`config.mk`:
```
export PLATFORM = sky130hd
export DESIGN_NAME = l1_prefetch_issue_ctrl_flat
export DESIGN_NICKNAME = d
export VERILOG_FILES = /design/src/rtl/l1_prefetch_issue_ctrl_if.sv /design/src/rtl/l1_prefetch_issue_ctrl.sv /design/src/flat_wrapper.sv
export SDC_FILE = /design/constraint.sdc
export NUM_CORES = 1
export LEC_CHECK = 0
export BUFFER_PORTS_ARGS = -buffer_cell sky130_fd_sc_hd__buf_2
export CORE_MARGIN = 10
export CORE_UTILIZATION = 54
export CTS_CLUSTER_SIZE = 30
export DETAILED_ROUTE_END_ITERATION = 16
export PLACE_DENSITY = 0.73
export SETUP_SLACK_MARGIN = 0.05
export SYNTH_ARGS = -nofsm -noshare
export SYNTH_HDL_FRONTEND = slang
export SYNTH_SLANG_ARGS = --single-unit
export TNS_END_PERCENT = 50
```
`constraint.sdc`:
```
create_clock -name clock -period 11.8 [get_ports clock]
set_clock_uncertainty 0.15 [all_clocks]
set_input_delay 0.59 -clock clock [delete_from_list [all_inputs] [get_ports clock]]
set_output_delay 0.59 -clock clock [all_outputs]
set_load 0.02 [all_outputs]
```
`src/rtl/l1_prefetch_issue_ctrl_if.sv`:
```
// Handshake bundle shared by the prefetch source, the issue controller and
// the dmem request port.
interface l1_prefetch_issue_ctrl_if #(
    parameter int ADDR_BITS = 40
);
    logic                 pf_req_valid;
    logic                 pf_req_ready;
    logic [ADDR_BITS-1:0] pf_req_addr;
    logic                 pf_req_write;
    logic                 cpu_req_valid;
    logic                 dmem_req_ready;
    logic                 dmem_req_valid;
    logic [ADDR_BITS-1:0] dmem_req_addr;
    logic                 dmem_req_write;
    logic                 dmem_nack;

    // Issue controller side: accepts candidates, drives prefetches to dmem.
    modport master (
        input  pf_req_valid, pf_req_addr, pf_req_write,
        input  cpu_req_valid, dmem_req_ready, dmem_nack,
        output pf_req_ready, dmem_req_valid, dmem_req_addr, dmem_req_write
    );

    // Environment side: prefetch source, core arbitration and dmem port.
    modport slave (
        output pf_req_valid, pf_req_addr, pf_req_write,
        output cpu_req_valid, dmem_req_ready, dmem_nack,
        input  pf_req_ready, dmem_req_valid, dmem_req_addr, dmem_req_write
    );
endinterface

```
`src/rtl/l1_prefetch_issue_ctrl.sv`:
```
// L1 prefetch issue controller: a small FIFO of line addresses that issues
// prefetches to the dmem port when the core leaves it idle, merges duplicate
// candidates, and replays nacked prefetches a bounded number of times.
module l1_prefetch_issue_ctrl #(
    parameter int ADDR_BITS  = 40,
    parameter int LINE_SHIFT = 6,
    parameter int DEPTH      = 4,
    parameter int MAX_RETRY  = 2
) (
    input  logic                     clock,
    input  logic                     reset,
    l1_prefetch_issue_ctrl_if.master bus,
    output logic [$clog2(DEPTH):0]   occupancy,
    output logic [15:0]              merge_count,
    output logic [15:0]              drop_count
);
    localparam int LINE_W = ADDR_BITS - LINE_SHIFT;
    localparam int PTR_W  = $clog2(DEPTH);
    localparam int OCC_W  = PTR_W + 1;
    localparam int RTY_W  = (MAX_RETRY < 1) ? 1 : $clog2(MAX_RETRY + 1);

    // Queue storage (no reset needed: validity comes from head/occupancy).
    logic [LINE_W-1:0] r_q_line  [DEPTH];
    logic              r_q_write [DEPTH];
    logic [RTY_W-1:0]  r_q_retry [DEPTH];

    logic [PTR_W-1:0]  r_head;
    logic [PTR_W-1:0]  r_tail;
    logic [OCC_W-1:0]  r_occ;

    // Two-stage in-flight tracker; s2 is the stage the nack refers to.
    logic              r_s1_v;
    logic [LINE_W-1:0] r_s1_line;
    logic              r_s1_write;
    logic [RTY_W-1:0]  r_s1_retry;
    logic              r_s2_v;
    logic [LINE_W-1:0] r_s2_line;
    logic              r_s2_write;
    logic [RTY_W-1:0]  r_s2_retry;

    logic [15:0]       r_merge_cnt;
    logic [15:0]       r_drop_cnt;

    logic [OCC_W-1:0]  w_inflight;
    logic              w_ready;
    logic [LINE_W-1:0] w_cand_line;
    logic [DEPTH-1:0]  w_entry_hit;
    logic              w_hit;
    logic              w_accept;
    logic              w_enq;
    logic              w_merge;
    logic              w_issue_valid;
    logic              w_fire;
    logic              w_nack;
    logic              w_replay;
    logic              w_drop;
    logic [PTR_W-1:0]  w_cand_slot;
    logic              w_unused_offset;

    // Byte offset within the line never matters for a line prefetch.
    assign w_unused_offset = ^bus.pf_req_addr[LINE_SHIFT-1:0];

    // Every in-flight request holds a reserved slot so its replay always fits.
    assign w_inflight  = OCC_W'(r_s1_v) + OCC_W'(r_s2_v);
    assign w_ready     = (r_occ + w_inflight) < OCC_W'(DEPTH);
    assign w_cand_line = bus.pf_req_addr[ADDR_BITS-1:LINE_SHIFT];

    // Duplicate detection against every live queue slot.
    generate
        for (genvar gi = 0; gi < DEPTH; gi++) begin : g_match
            logic [PTR_W-1:0] w_dist;
            assign w_dist          = PTR_W'(gi) - r_head;
            assign w_entry_hit[gi] = ({1'b0, w_dist} < r_occ) &&
                                     (r_q_line[gi] == w_cand_line);
        end
    endgenerate

    assign w_hit = (|w_entry_hit) ||
                   (r_s1_v && (r_s1_line == w_cand_line)) ||
                   (r_s2_v && (r_s2_line == w_cand_line));

    assign w_accept      = bus.pf_req_valid && w_ready;
    assign w_enq         = w_accept && !w_hit;
    assign w_merge       = w_accept && w_hit;
    assign w_issue_valid = (r_occ != '0) && !bus.cpu_req_valid;
    assign w_fire        = w_issue_valid && bus.dmem_req_ready;
    assign w_nack        = r_s2_v && bus.dmem_nack;
    assign w_replay      = w_nack && (r_s2_retry < RTY_W'(MAX_RETRY));
    assign w_drop        = w_nack && !w_replay;
    // Replay takes the first free slot; a new candidate goes right behind it.
    assign w_cand_slot   = r_tail + PTR_W'(w_replay);

    assign bus.pf_req_ready   = w_ready;
    assign bus.dmem_req_valid = w_issue_valid;
    assign bus.dmem_req_addr  = {r_q_line[r_head], {LINE_SHIFT{1'b0}}};
    assign bus.dmem_req_write = r_q_write[r_head];

    assign occupancy   = r_occ;
    assign merge_count = r_merge_cnt;
    assign drop_count  = r_drop_cnt;

    // Write replayed and newly accepted entries into the tail slots.
    always_ff @(posedge clock) begin
        if (!reset) begin
            if (w_replay) begin
                r_q_line[r_tail]  <= r_s2_line;
                r_q_write[r_tail] <= r_s2_write;
                r_q_retry[r_tail] <= r_s2_retry + 1'b1;
            end
            if (w_enq) begin
                r_q_line[w_cand_slot]  <= w_cand_line;
                r_q_write[w_cand_slot] <= bus.pf_req_write;
                r_q_retry[w_cand_slot] <= '0;
            end
        end
    end

    // Pointers, occupancy, in-flight pipe and saturating statistics.
    always_ff @(posedge clock) begin
        if (reset) begin
            r_head      <= '0;
            r_tail      <= '0;
            r_occ       <= '0;
            r_s1_v      <= 1'b0;
            r_s1_line   <= '0;
            r_s1_write  <= 1'b0;
            r_s1_retry  <= '0;
            r_s2_v      <= 1'b0;
            r_s2_line   <= '0;
            r_s2_write  <= 1'b0;
            r_s2_retry  <= '0;
            r_merge_cnt <= '0;
            r_drop_cnt  <= '0;
        end else begin
            r_head <= r_head + PTR_W'(w_fire);
            r_tail <= r_tail + PTR_W'(w_replay) + PTR_W'(w_enq);
            r_occ  <= r_occ + OCC_W'(w_enq) + OCC_W'(w_replay) - OCC_W'(w_fire);

            r_s1_v     <= w_fire;
            r_s1_line  <= r_q_line[r_head];
            r_s1_write <= r_q_write[r_head];
            r_s1_retry <= r_q_retry[r_head];

            r_s2_v     <= r_s1_v;
            r_s2_line  <= r_s1_line;
            r_s2_write <= r_s1_write;
            r_s2_retry <= r_s1_retry;

            if (w_merge && (r_merge_cnt != 16'hFFFF)) begin
                r_merge_cnt <= r_merge_cnt + 16'd1;
            end
            if (w_drop && (r_drop_cnt != 16'hFFFF)) begin
                r_drop_cnt <= r_drop_cnt + 16'd1;
            end
        end
    end
endmodule
```
`src/flat_wrapper.sv`:
```
// flat-port wrapper written by rule: the top's interface ports become plain ports
module l1_prefetch_issue_ctrl_flat 
#(
    parameter int ADDR_BITS  = 40,
    parameter int LINE_SHIFT = 6,
    parameter int DEPTH      = 4,
    parameter int MAX_RETRY  = 2
)
  (clock, reset, occupancy, merge_count, drop_count, bus_pf_req_valid, bus_pf_req_addr, bus_pf_req_write, bus_cpu_req_valid, bus_dmem_req_ready, bus_dmem_nack, bus_pf_req_ready, bus_dmem_req_valid, bus_dmem_req_addr, bus_dmem_req_write);
  l1_prefetch_issue_ctrl_if #(.ADDR_BITS(ADDR_BITS)) bus_i ();
  input  logic clock;
  input  logic reset;
  output logic [$clog2(DEPTH):0] occupancy;
  output logic [15:0] merge_count;
  output logic [15:0] drop_count;
  input wire logic [$bits(bus_i.pf_req_valid)-1:0] bus_pf_req_valid;
  input wire logic [$bits(bus_i.pf_req_addr)-1:0] bus_pf_req_addr;
  input wire logic [$bits(bus_i.pf_req_write)-1:0] bus_pf_req_write;
  input wire logic [$bits(bus_i.cpu_req_valid)-1:0] bus_cpu_req_valid;
  input wire logic [$bits(bus_i.dmem_req_ready)-1:0] bus_dmem_req_ready;
  input wire logic [$bits(bus_i.dmem_nack)-1:0] bus_dmem_nack;
  output wire logic [$bits(bus_i.pf_req_ready)-1:0] bus_pf_req_ready;
  output wire logic [$bits(bus_i.dmem_req_valid)-1:0] bus_dmem_req_valid;
  output wire logic [$bits(bus_i.dmem_req_addr)-1:0] bus_dmem_req_addr;
  output wire logic [$bits(bus_i.dmem_req_write)-1:0] bus_dmem_req_write;
  assign bus_i.pf_req_valid = bus_pf_req_valid;
  assign bus_i.pf_req_addr = bus_pf_req_addr;
  assign bus_i.pf_req_write = bus_pf_req_write;
  assign bus_i.cpu_req_valid = bus_cpu_req_valid;
  assign bus_i.dmem_req_ready = bus_dmem_req_ready;
  assign bus_i.dmem_nack = bus_dmem_nack;
  assign bus_pf_req_ready = bus_i.pf_req_ready;
  assign bus_dmem_req_valid = bus_i.dmem_req_valid;
  assign bus_dmem_req_addr = bus_i.dmem_req_addr;
  assign bus_dmem_req_write = bus_i.dmem_req_write;
  l1_prefetch_issue_ctrl #(.ADDR_BITS(ADDR_BITS), .LINE_SHIFT(LINE_SHIFT), .DEPTH(DEPTH), .MAX_RETRY(MAX_RETRY)) u_core (.clock(clock), .reset(reset), .bus(bus_i), .occupancy(occupancy), .merge_count(merge_count), .drop_count(drop_count));
endmodule
```
=== Yosys cells after proc, flatten, opt, wreduce, memory -nomap -nowiden ===
Memories as Yosys holds them, arrays and structs flattened. A register that Yosys moved wholly into a read port is not among the register bits.
Cells that the tools add are included.

* Register bits after elaboration: 113
* Bits in latches: 0
* Memory bits (writable): 148
* Memory bits (read-only): 0
* Input port bits: 47
* Output and inout port bits: 78
* Logic and storage cells: 75
* Memories kept: 3

{| class="wikitable"
|+ Memory list
! memory !! words !! width !! rd ports !! clocked after Yosys merged registers in !! write ports !! line !! text
|-
| u_core.r_q_line || 4 || 34 || 5 || 1 || 2 || l1_prefetch_issue_ctrl.sv:23 || <nowiki>logic [LINE_W-1:0] r_q_line [DEPTH];</nowiki>
|-
| u_core.r_q_retry || 4 || 2 || 1 || 1 || 2 || l1_prefetch_issue_ctrl.sv:25 || <nowiki>logic [RTY_W-1:0] r_q_retry [DEPTH];</nowiki>
|-
| u_core.r_q_write || 4 || 1 || 1 || 1 || 2 || l1_prefetch_issue_ctrl.sv:24 || <nowiki>logic r_q_write [DEPTH];</nowiki>
|}

* Add/subtract/negate cells: 15
* $mul: 0
* Div/mod/pow operators: 0
* $lt $le $gt $ge: 6
* Equality and inequality tests: 8
* Shifts and indexed selects: 0
* Multiplexer cells: 8
* Bitwise gates (word level): 0
* Reductions and logical operators: 23

{| class="wikitable"
|+ Operators with widths
! cell !! number
|-
| equality test 34 bit || 6
|-
| adder 16 x 1 -> 16 bit (second input constant) || 2
|-
| inequality test 16 bit (second input constant) || 2
|-
| logical AND 1 bit || 16
|-
| less-than comparator 2 x 3 -> 1 bit || 4
|-
| adder 2 x 1 -> 2 bit || 3
|-
| adder 3 x 1 -> 3 bit || 2
|-
| 2-to-1 mux 1 bit || 6
|-
| 2-to-1 mux 2 bit || 2
|-
| OR reduction 4 bit || 1
|-
| subtractor 1 x 2 -> 2 bit (first input constant) || 2
|-
| subtractor 2 bit (first input constant) || 2
|-
| adder 3 bit || 1
|-
| logical NOT 1 bit || 3
|-
| less-than comparator 3 bit (second input constant) || 1
|-
| nonzero test 3 bit || 1
|-
| subtractor 3 x 1 -> 3 bit || 1
|-
| adder 1 x 1 -> 2 bit || 1
|-
| adder 2 x 1 -> 2 bit (second input constant) || 1
|-
| logical OR 1 bit || 2
|-
| less-than comparator 2 bit (second input constant) || 1
|}

=== Longest topological paths before layout ===
Gate-level depths: netlist of the first run.

* Depth after elaboration: 11
* Gate-level depth with buffers: 19
* Mapped depth without buffers: 16

=== Worst setup path after synthesis of the first run ===
No wires, ideal clock.

* Kind: reg2reg
* Start: register u_core.r_head[0]
* End: register u_core.r_occ[2] (netlist: u_core.occupancy[2])
* Library setup time: 0.128 ns
* Arrival time: 4.194 ns
* Required time: 11.522 ns
* Path slack: 7.328 ns
* Cell stages (with the launch flop): 20
* Path buffers: 3
* Clock period less this slack: 4.472 ns
* Cells stage by stage: dfxtp_1 > clkbuf_1 > buf_1 > xnor2_1 > ha_1 > a21oi_1 > o2111ai_1 > nor3_1 > a31o_1 > nor4_4 > clkbuf_1 > and2_1 > inv_1 > ha_1 > inv_1 > fa_1 > fa_1 > xnor2_1 > xnor2_1 > nor2_1

* Longest elaborated chain between the ends: 11
* Elaborated cells on any way between the ends: 20
* Classes of those cells: 7 x add/sub; 4 x order compare; 9 x reduce/logical

{| class="wikitable"
|+ RTL lines
! item !! line !! text
|-
| start: declaration || l1_prefetch_issue_ctrl.sv:27 || <nowiki>logic [PTR_W-1:0] r_head;</nowiki>
|-
| start signal: assignment || l1_prefetch_issue_ctrl.sv:135 || <nowiki>r_head <= r_head + PTR_W'(w_fire);</nowiki>
|-
| subtractor 1 x 2 -> 2 bit or subtractor 2 bit (tied branches) || l1_prefetch_issue_ctrl.sv:72 || <nowiki>assign w_dist = PTR_W'(gi) - r_head;</nowiki>
|-
| less-than comparator 2 x 3 -> 1 bit || l1_prefetch_issue_ctrl.sv:73 || <nowiki>assign w_entry_hit[gi] = ({1'b0, w_dist} < r_occ) &&</nowiki>
|-
| logical AND 1 bit || l1_prefetch_issue_ctrl.sv:73 ||
|-
| OR reduction 4 bit * || l1_prefetch_issue_ctrl.sv:78 || <nowiki>assign w_hit = (|w_entry_hit) ||</nowiki>
|-
| logical OR 1 bit * || l1_prefetch_issue_ctrl.sv:78 ||
|-
| logical OR 1 bit * || l1_prefetch_issue_ctrl.sv:79 || <nowiki>(r_s1_v && (r_s1_line == w_cand_line)) ||</nowiki>
|-
| logical NOT 1 bit * || l1_prefetch_issue_ctrl.sv:83 || <nowiki>assign w_enq = w_accept && !w_hit;</nowiki>
|-
| logical AND 1 bit * || l1_prefetch_issue_ctrl.sv:83 ||
|-
| adder 3 x 1 -> 3 bit * (2 in series) || l1_prefetch_issue_ctrl.sv:137 || <nowiki>r_occ <= r_occ + OCC_W'(w_enq) + OCC_W'(w_replay) - OCC_W'(w_fire);</nowiki>
|-
| subtractor 3 x 1 -> 3 bit * || l1_prefetch_issue_ctrl.sv:137 ||
|-
| end signal: assignment || l1_prefetch_issue_ctrl.sv:137 ||
|-
| end: declaration || l1_prefetch_issue_ctrl.sv:29 || <nowiki>logic [OCC_W-1:0] r_occ;</nowiki>
|}

Mark *: on every way between the ends. The rest lies on a longest branch, timed or not.
A chain may end at the register's enable or synchronous reset.

==> results.md, run 1 <==
* Post-DP Area at around 0.015 mm^2
* Startpoint types: register
* Worst EP required at 11820 ps
* Initial core utilization at 0.553
* Number of flip-flops and latches in the synthesized netlist at between 200 and 300
* Largest cells by area after synthesis: sky130_fd_sc_hd__edfxtp_1 (30%), sky130_fd_sc_hd__dfxtp_1 (18%), sky130_fd_sc_hd__xnor2_1 (8.8%), sky130_fd_sc_hd__mux2_1 (8.4%), sky130_fd_sc_hd__mux4_2 (6.0%)
* Post-synthesis sequential area ratio at 0.476
* Remaining antenna violation count at 0
* Wire per inst at 23.9 um
* Power per unit of standard cell area at about 170 mW/mm^2
* Post-CTS Setup Repair Bufs at 0
* Die Area at about 0.033 mm^2
* Distinct cell type count after synthesis at 45
* Number of synthesis warnings at 0
* HPWL after DPL at 24800 um
* Slowest cell on the critical path: sky130_fd_sc_hd__nor4_4
* Arr. time, crit path at between 5000 and 6000 ps
* Dominant synthesized flop cell: sky130_fd_sc_hd__edfxtp_1
* Dominant delay contributor by cell family on the critical path: buffers and inverters
* Number of synthesized flops with an enable pin at 140
* Mean Syn Cell Area at 12.5 um^2
* Met1 GRT Util at 0.299
* HP Class: in2reg
* RSZ-0062 raised after global routing: false
* Maximum ir drop on the vdd rail at between 0.1 and 0.15 mV
* Clock Root Buffer: sky130_fd_sc_hd__clkbuf_16
* Initial drt markers at between 800 and 900
* Final std cell area, no fill at roughly 0.016 mm^2
* Hold Fails Final Rpt at 0
* Met2 track utilization from global routing at 0.355
* Longest individual stage delay on the worst path at 1020 ps
* Total CTS buffers at 30
* Height of the chip at between 150 and 200 um
* Global-route usage over all layers at 0.218
* Core utilization of the finished layout at 0.617
* Routability congestion estimate at around 0.93
* Area of the placeable core at approximately 0.025 mm^2
* Post-route fraction of the period consumed by the critical path at 0.448
* Wire length reported by the detailed router at between 30000 and 40000 um
* First drt pass iteration count at 5
* Multi-input combinational cell area at just under 0.007 mm^2
* Insertion delay to the later sink of the worst-skew pair at about 550 ps
* Count of cells resized by post-cts repair at 0
* Number of levels in the clock H-tree at 1
* M3 GR Usage at 0.0384
* Largest area contributor in the netlist: sky130_fd_sc_hd__edfxtp_1
* Category of the worst setup path capture point: register
* Sinks on Clock Net at around 260
* Number of buffers on the longest clock path at 3
* Initial antenna violation count at 1
* Drc violations at 0
* Time the final worst path needs with I/O delays and setup at 5290 ps
* Async SR Flop Fraction at 0
* Library cell appearing most often on the critical path: sky130_fd_sc_hd__buf_4
* Total power draw at 0.00264 W
* CP cell instances: buf_4, xnor2_1, ha_1, a21oi_1, o2111ai_1, nor3_1, a31o_1, nor4_4, and3_2, buf_4, nand2b_2, buf_4
* Peak clock frequency supported by timing at about 0.19 GHz
* Net count of the finished layout at roughly 1300
* Overall overflow remaining after global route at 0
* WP buf/inv at 3
* Status: finished, final reports clean
* Transition at the pin with the smallest max-transition slack at between 1000 and 1500 ps
* Pins over their slew limit at 0
* CTS tree: yes
* Largest net degree at the start of global routing at 80
* Number of rows created at floorplan at 58
* Most common library cell in the layout ignoring fill and taps: sky130_fd_sc_hd__xnor2_1
* Worst-path clk slew at 60 ps
* Share of the synthesized area in the top cell type at 0.300
* Relative area change from synthesis to final layout at 11.6%
* Number of failing setup endpoints in the final timing report at 0
* X dimension of the die at ~180 um
* Vias in the first global route at roughly 9000
* FILL cells at between 1500 and 2000
* Most Used Layer, Global Route: met2
* Number of maximum-capacitance constraint violations at 0
* Commonest non-fill, non-tap cells in the layout: sky130_fd_sc_hd__xnor2_1 (141), sky130_fd_sc_hd__edfxtp_1 (140), sky130_fd_sc_hd__dfxtp_1 (121)
* Kind of critical path: reg2reg
* First-pass GRT wire length at 56300 um
* Total number of vias at between 9000 and 10000
* Gate Count Post-Synth at between 1000 and 1500
* Final total negative setup slack at 0 ps
* Hold buffer count at cts at 0
* Count of buffers inserted at the top-level ports at roughly 110
* Maximum fanout along the worst path at 41
* Avg Vias per Cell at a little under 6
* Area taken by flip-flops and latches at roughly 0.0067 mm^2
* Relative slew slack at 0.199
* Ports placed on the boundary at 125
* Layout cells sized above 1 at 0.220
* Area of the mapped netlist at between 0.01 and 0.015 mm^2
* Cell leakage power at 5.81 nW
## metrics by stage
step	cells	setup slack (ps)	hold WS, ps
after floorplan	1122	7330	264
after global placement	1490	6530	267
after detailed placement	1490	6530	278
after CTS	1546	6520	219
after global routing	1546	6290	243
final	1547	6510	239
## worst register-to-register path, cell delays in order, from the launching register on
cell                        delay, ps
sky130_fd_sc_hd__dfxtp_2          310
sky130_fd_sc_hd__buf_4            560
sky130_fd_sc_hd__xnor2_1          220
sky130_fd_sc_hd__ha_1             310
sky130_fd_sc_hd__a21oi_1          100
sky130_fd_sc_hd__o2111ai_1        210
sky130_fd_sc_hd__nor3_1            70
sky130_fd_sc_hd__a31o_1           210
sky130_fd_sc_hd__nor4_4          1020
sky130_fd_sc_hd__and3_2           350
sky130_fd_sc_hd__buf_4            620
sky130_fd_sc_hd__nand2b_2         250
sky130_fd_sc_hd__buf_4            500
## final cells by class
class                           count  area share
Multi-Input combinational cell    763       0.437
Clock buffer                       43      0.0584
Clock inverter                     13     0.00713
Sequential cell                   263       0.427
Timing Repair Buffer              122      0.0409
Antenna cell                        1    0.000160
Inverter                           12     0.00288
Tap cell                          330      0.0264
## logic make-up (layout without fill, tap and decap cells)
family	after synthesis	after routing	synth area share
buffers and inverters	96	190	0.0383
XOR/XNOR	225	225	0.141
multiplexers	191	191	0.196
AO/OA/AOI/OAI	26	26	0.0114
other	1	7	0.000268
flip-flops	263	263	0.476
adder cells (fa/ha/maj)	14	14	0.0136
AND/OR/NAND/NOR	301	301	0.123
## routing by layer
layer | vias to the layer above | wire (um)
li1 | 4128 | -
met1 | 4549 | 15700
met2 | 348 | 17600
met3 | 47 | 2940
met4 | 0 | 778
met5 | - | 0
## synth_stat cells, types with 9 or more instances
library cell / n
sky130_fd_sc_hd__a21oi_1: 12
sky130_fd_sc_hd__buf_1: 9
sky130_fd_sc_hd__dfxtp_1: 123
sky130_fd_sc_hd__nand4_1: 44
sky130_fd_sc_hd__mux4_2: 37
sky130_fd_sc_hd__nor2b_1: 94
sky130_fd_sc_hd__buf_2: 36
sky130_fd_sc_hd__clkbuf_1: 18
sky130_fd_sc_hd__xnor2_1: 141
sky130_fd_sc_hd__mux2_4: 47
sky130_fd_sc_hd__nor3_1: 21
sky130_fd_sc_hd__xor2_1: 84
sky130_fd_sc_hd__nor4_1: 26
sky130_fd_sc_hd__nand3_1: 17
sky130_fd_sc_hd__mux2_1: 105
sky130_fd_sc_hd__nor2_1: 52
sky130_fd_sc_hd__inv_1: 12
sky130_fd_sc_hd__nand2_1: 14
sky130_fd_sc_hd__buf_6: 14
sky130_fd_sc_hd__ha_1: 12
sky130_fd_sc_hd__edfxtp_1: 140
## state kept, by name (all words and copies together) (netlist names)
signal	cells
u_core.drop_count	16
u_core.merge_count	16
u_core.occupancy	3
u_core.r_head	2
u_core.r_q_line	136
u_core.r_q_retry	8
u_core.r_q_write	4
u_core.r_s1_line	34
u_core.r_s1_retry	2
u_core.r_s1_v	1
u_core.r_s1_write	1
u_core.r_s2_line	34
u_core.r_s2_retry	2
u_core.r_s2_v	1
u_core.r_s2_write	1
u_core.r_tail	2
## final timing paths
check               startpoint  cells after the start  slack [ps]                     end
max           u_core.r_head[1]                     12        6510  u_core.r_q_line[1][20]
min           bus_pf_req_write                      2         240     u_core.r_q_write[1]
max reg2reg   u_core.r_head[1]                     12        6510  u_core.r_q_line[1][20]
min reg2reg  u_core.r_s1_write                      1         290       u_core.r_s2_write
## power breakdown
group,switching [W],internal [W]
registers,0.0000645,0.00106
logic,0.000321,0.000251
clock network,0.000370,0.000577
total,0.000756,0.00189
Power figures use the tool's default switching activity.
==> run 2: changes to the inputs <==
PLACE_DENSITY = 0.76   (was 0.73)
clock period = 4.5 ns   (was 11.8 ns; I/O delays follow)
==> results.md, run 2 (synthesized netlist as in run 1, its figures left out) <==
* Regs by FF count: u_core.r_q_line (136), u_core.r_s1_line (34), u_core.r_s2_line (34)
* Total power draw at 0.00683 W
* Pins over their slew limit at 0
* Worst r2r dst: u_core.r_q_line[3][19]
* Reg with most FFs: u_core.r_q_line
* Ports placed on the boundary at between 100 and 150
* Total CTS buffers at 29
* Post-DP Area at approximately 0.015 mm^2
* Avg Vias per Cell at 5.87
* Startpoint types: register
* Number of failing setup endpoints in the final timing report at 0
* HPWL after DPL at between 20000 and 30000 um
* Time the final worst path needs with I/O delays and setup at slightly above 4000 ps
* Initial antenna violation count at 2
* Slowest cell on the critical path: sky130_fd_sc_hd__and4_4
* CP cell instances: inv_1, ha_1, a21oi_1, o2111ai_1, nor3_1, a31o_1, nor4_4, buf_4, and4_4, nand2b_2, buf_4
* Sinks on Clock Net at 263
* First drt pass iteration count at 5
* Die Area at 0.0328 mm^2
* Capturing element of the worst setup path: u_core.r_q_line[3][19]
* Relative slew slack at 0.416
* Maximum ir drop on the vdd rail at between 0.3 and 0.4 mV
* Overall overflow remaining after global route at 0
* Layout cells sized above 1 at 0.221
* Start point of the critical path: u_core.occupancy[1]
* Worst EP required at approximately 4500 ps
* Core utilization of the finished layout at 0.616
* CTS tree: yes
* Number of maximum-capacitance constraint violations at 0
* Routability congestion estimate at 0.928
* Net count of the finished layout at 1260
* Worst-path clk slew at roughly 60 ps
* Wire length reported by the detailed router at about 37000 um
* Reg2reg start: u_core.occupancy[1]
* Count of buffers inserted at the top-level ports at 112
* Final total negative setup slack at 0 ps
* Wire per inst at roughly 24 um
* Number of rows created at floorplan at 58
* Transition at the pin with the smallest max-transition slack at about 900 ps
* Drc violations at 0
* Initial core utilization at 0.553
* Count of cells resized by post-cts repair at 0
* Longest individual stage delay on the worst path at 780 ps
* Most common library cell in the layout ignoring fill and taps: sky130_fd_sc_hd__xnor2_1
* Initial drt markers at 838
* Number of levels in the clock H-tree at 1
* Number of buffers on the longest clock path at 3
* Total number of vias at ~9100
* Status: finished, final reports clean
* Post-route fraction of the period consumed by the critical path at 0.919
* Height of the chip at ~180 um
* Power per unit of standard cell area at ~440 mW/mm^2
* Vias in the first global route at between 8000 and 9000
* Cell leakage power at roughly 5.8 nW
* RSZ-0062 raised after global routing: false
* HP Class: in2reg
* Commonest non-fill, non-tap cells in the layout: sky130_fd_sc_hd__xnor2_1 (141), sky130_fd_sc_hd__edfxtp_1 (140), sky130_fd_sc_hd__dfxtp_1 (121)
* Relative area change from synthesis to final layout at 11.5%
* First-pass GRT wire length at roughly 55000 um
* X dimension of the die at approximately 180 um
* Largest net degree at the start of global routing at 74
* Clock Root Buffer: sky130_fd_sc_hd__clkbuf_16
* Area of the placeable core at around 0.025 mm^2
* Largest register FFs at around 140
* Category of the worst setup path capture point: register
* Final std cell area, no fill at between 0.015 and 0.02 mm^2
* Maximum fanout along the worst path at 38
* Hold Fails Final Rpt at 0
* FILL cells at about 2000
* Insertion delay to the later sink of the worst-skew pair at around 540 ps
* Global-route usage over all layers at 0.217
* Library cell appearing most often on the critical path: sky130_fd_sc_hd__buf_4
* R2R setup slack at 360 ps
* Arr. time, crit path at between 4000 and 5000 ps
* Kind of critical path: reg2reg
* Peak clock frequency supported by timing at roughly 0.24 GHz
* Worst R2R Path Depth at 11
* Remaining antenna violation count at 0
[run 2: cell types whose count changed in the layout (fill, tap and decap cells not counted), sizes merged]
cell,before,now
clkinvlp,0,1
bufinv,2,4
clkinv,10,13
inv,13,12
dlygate4sd3,0,4
diode,1,2
clkbuf,43,35
buf,122,126
[run 2: worst min-delay path by stage]
stage	from	endpoint	slack, ps	cells after the start
final	bus_pf_req_addr[10]	u_core.r_q_line[3][4]	20	2
after global routing	bus_pf_req_addr[11]	u_core.r_q_line[1][5]	30	2
after CTS	bus_pf_req_addr[11]	u_core.r_q_line[3][5]	1	2
after detailed placement	u_core.r_s1_retry[0]	u_core.r_s2_retry[0]	280	1
after global placement	u_core.r_s1_write	u_core.r_s2_write	270	1
after floorplan	u_core.r_s1_retry[0]	u_core.r_s2_retry[0]	260	1
[run 2: layout make-up]
cell class	instances	area, um^2	share of cell area
clock buffers	35	758	0.0486
multi-input cells	763	6830	0.437
diodes	2	5.00	0.000321
flip-flops and latches	263	6670	0.427
well taps	330	413	0.0264
repair buffers	130	708	0.0454
inverters	12	45.0	0.00289
clock inverters	18	188	0.0120
[run 2: critical path: cells and delay by family, from the launching register on]
| family | cells | cell delay [ps] |
|---|---|---|
| AND/OR/NAND/NOR | 4 | 1420 |
| buffers and inverters | 3 | 960 |
| AO/OA/AOI/OAI | 3 | 480 |
| flip-flops | 1 | 410 |
| adder cells (fa/ha/maj) | 1 | 310 |
[run 2: layer usage]
layer	track usage	part of all wire
met1	0.287	0.41
met2	0.346	0.47
met3	0.0509	0.088
met4	0.0664	0.030
met5	0	0
[run 2: stage by stage]
stage,cells,setup WS (ps),hold WS (ps)
2_1_floorplan,1122,309,264
3_3_place_gp,1494,393,271
3_5_place_dp,1494,343,285
4_1_cts,1551,335,1.13
5_1_grt,1552,127,30.4
6_report,1553,363,23.8
[run 2: timing repair]
item | 4_1_cts | 5_1_grt
setup buffers | 0 | 0
endpoints found under the setup margin | 0 | 0
hold buffers | 4 | 0
endpoints found under the hold margin | 8 | 0
[run 2: where the power goes]
group,total (W),switching (W),internal (W)
clock,0.00238,0.000955,0.00142
sequential,0.00294,0.000165,0.00277
combinational,0.00151,0.000848,0.000665
total,0.00683,0.00197,0.00486
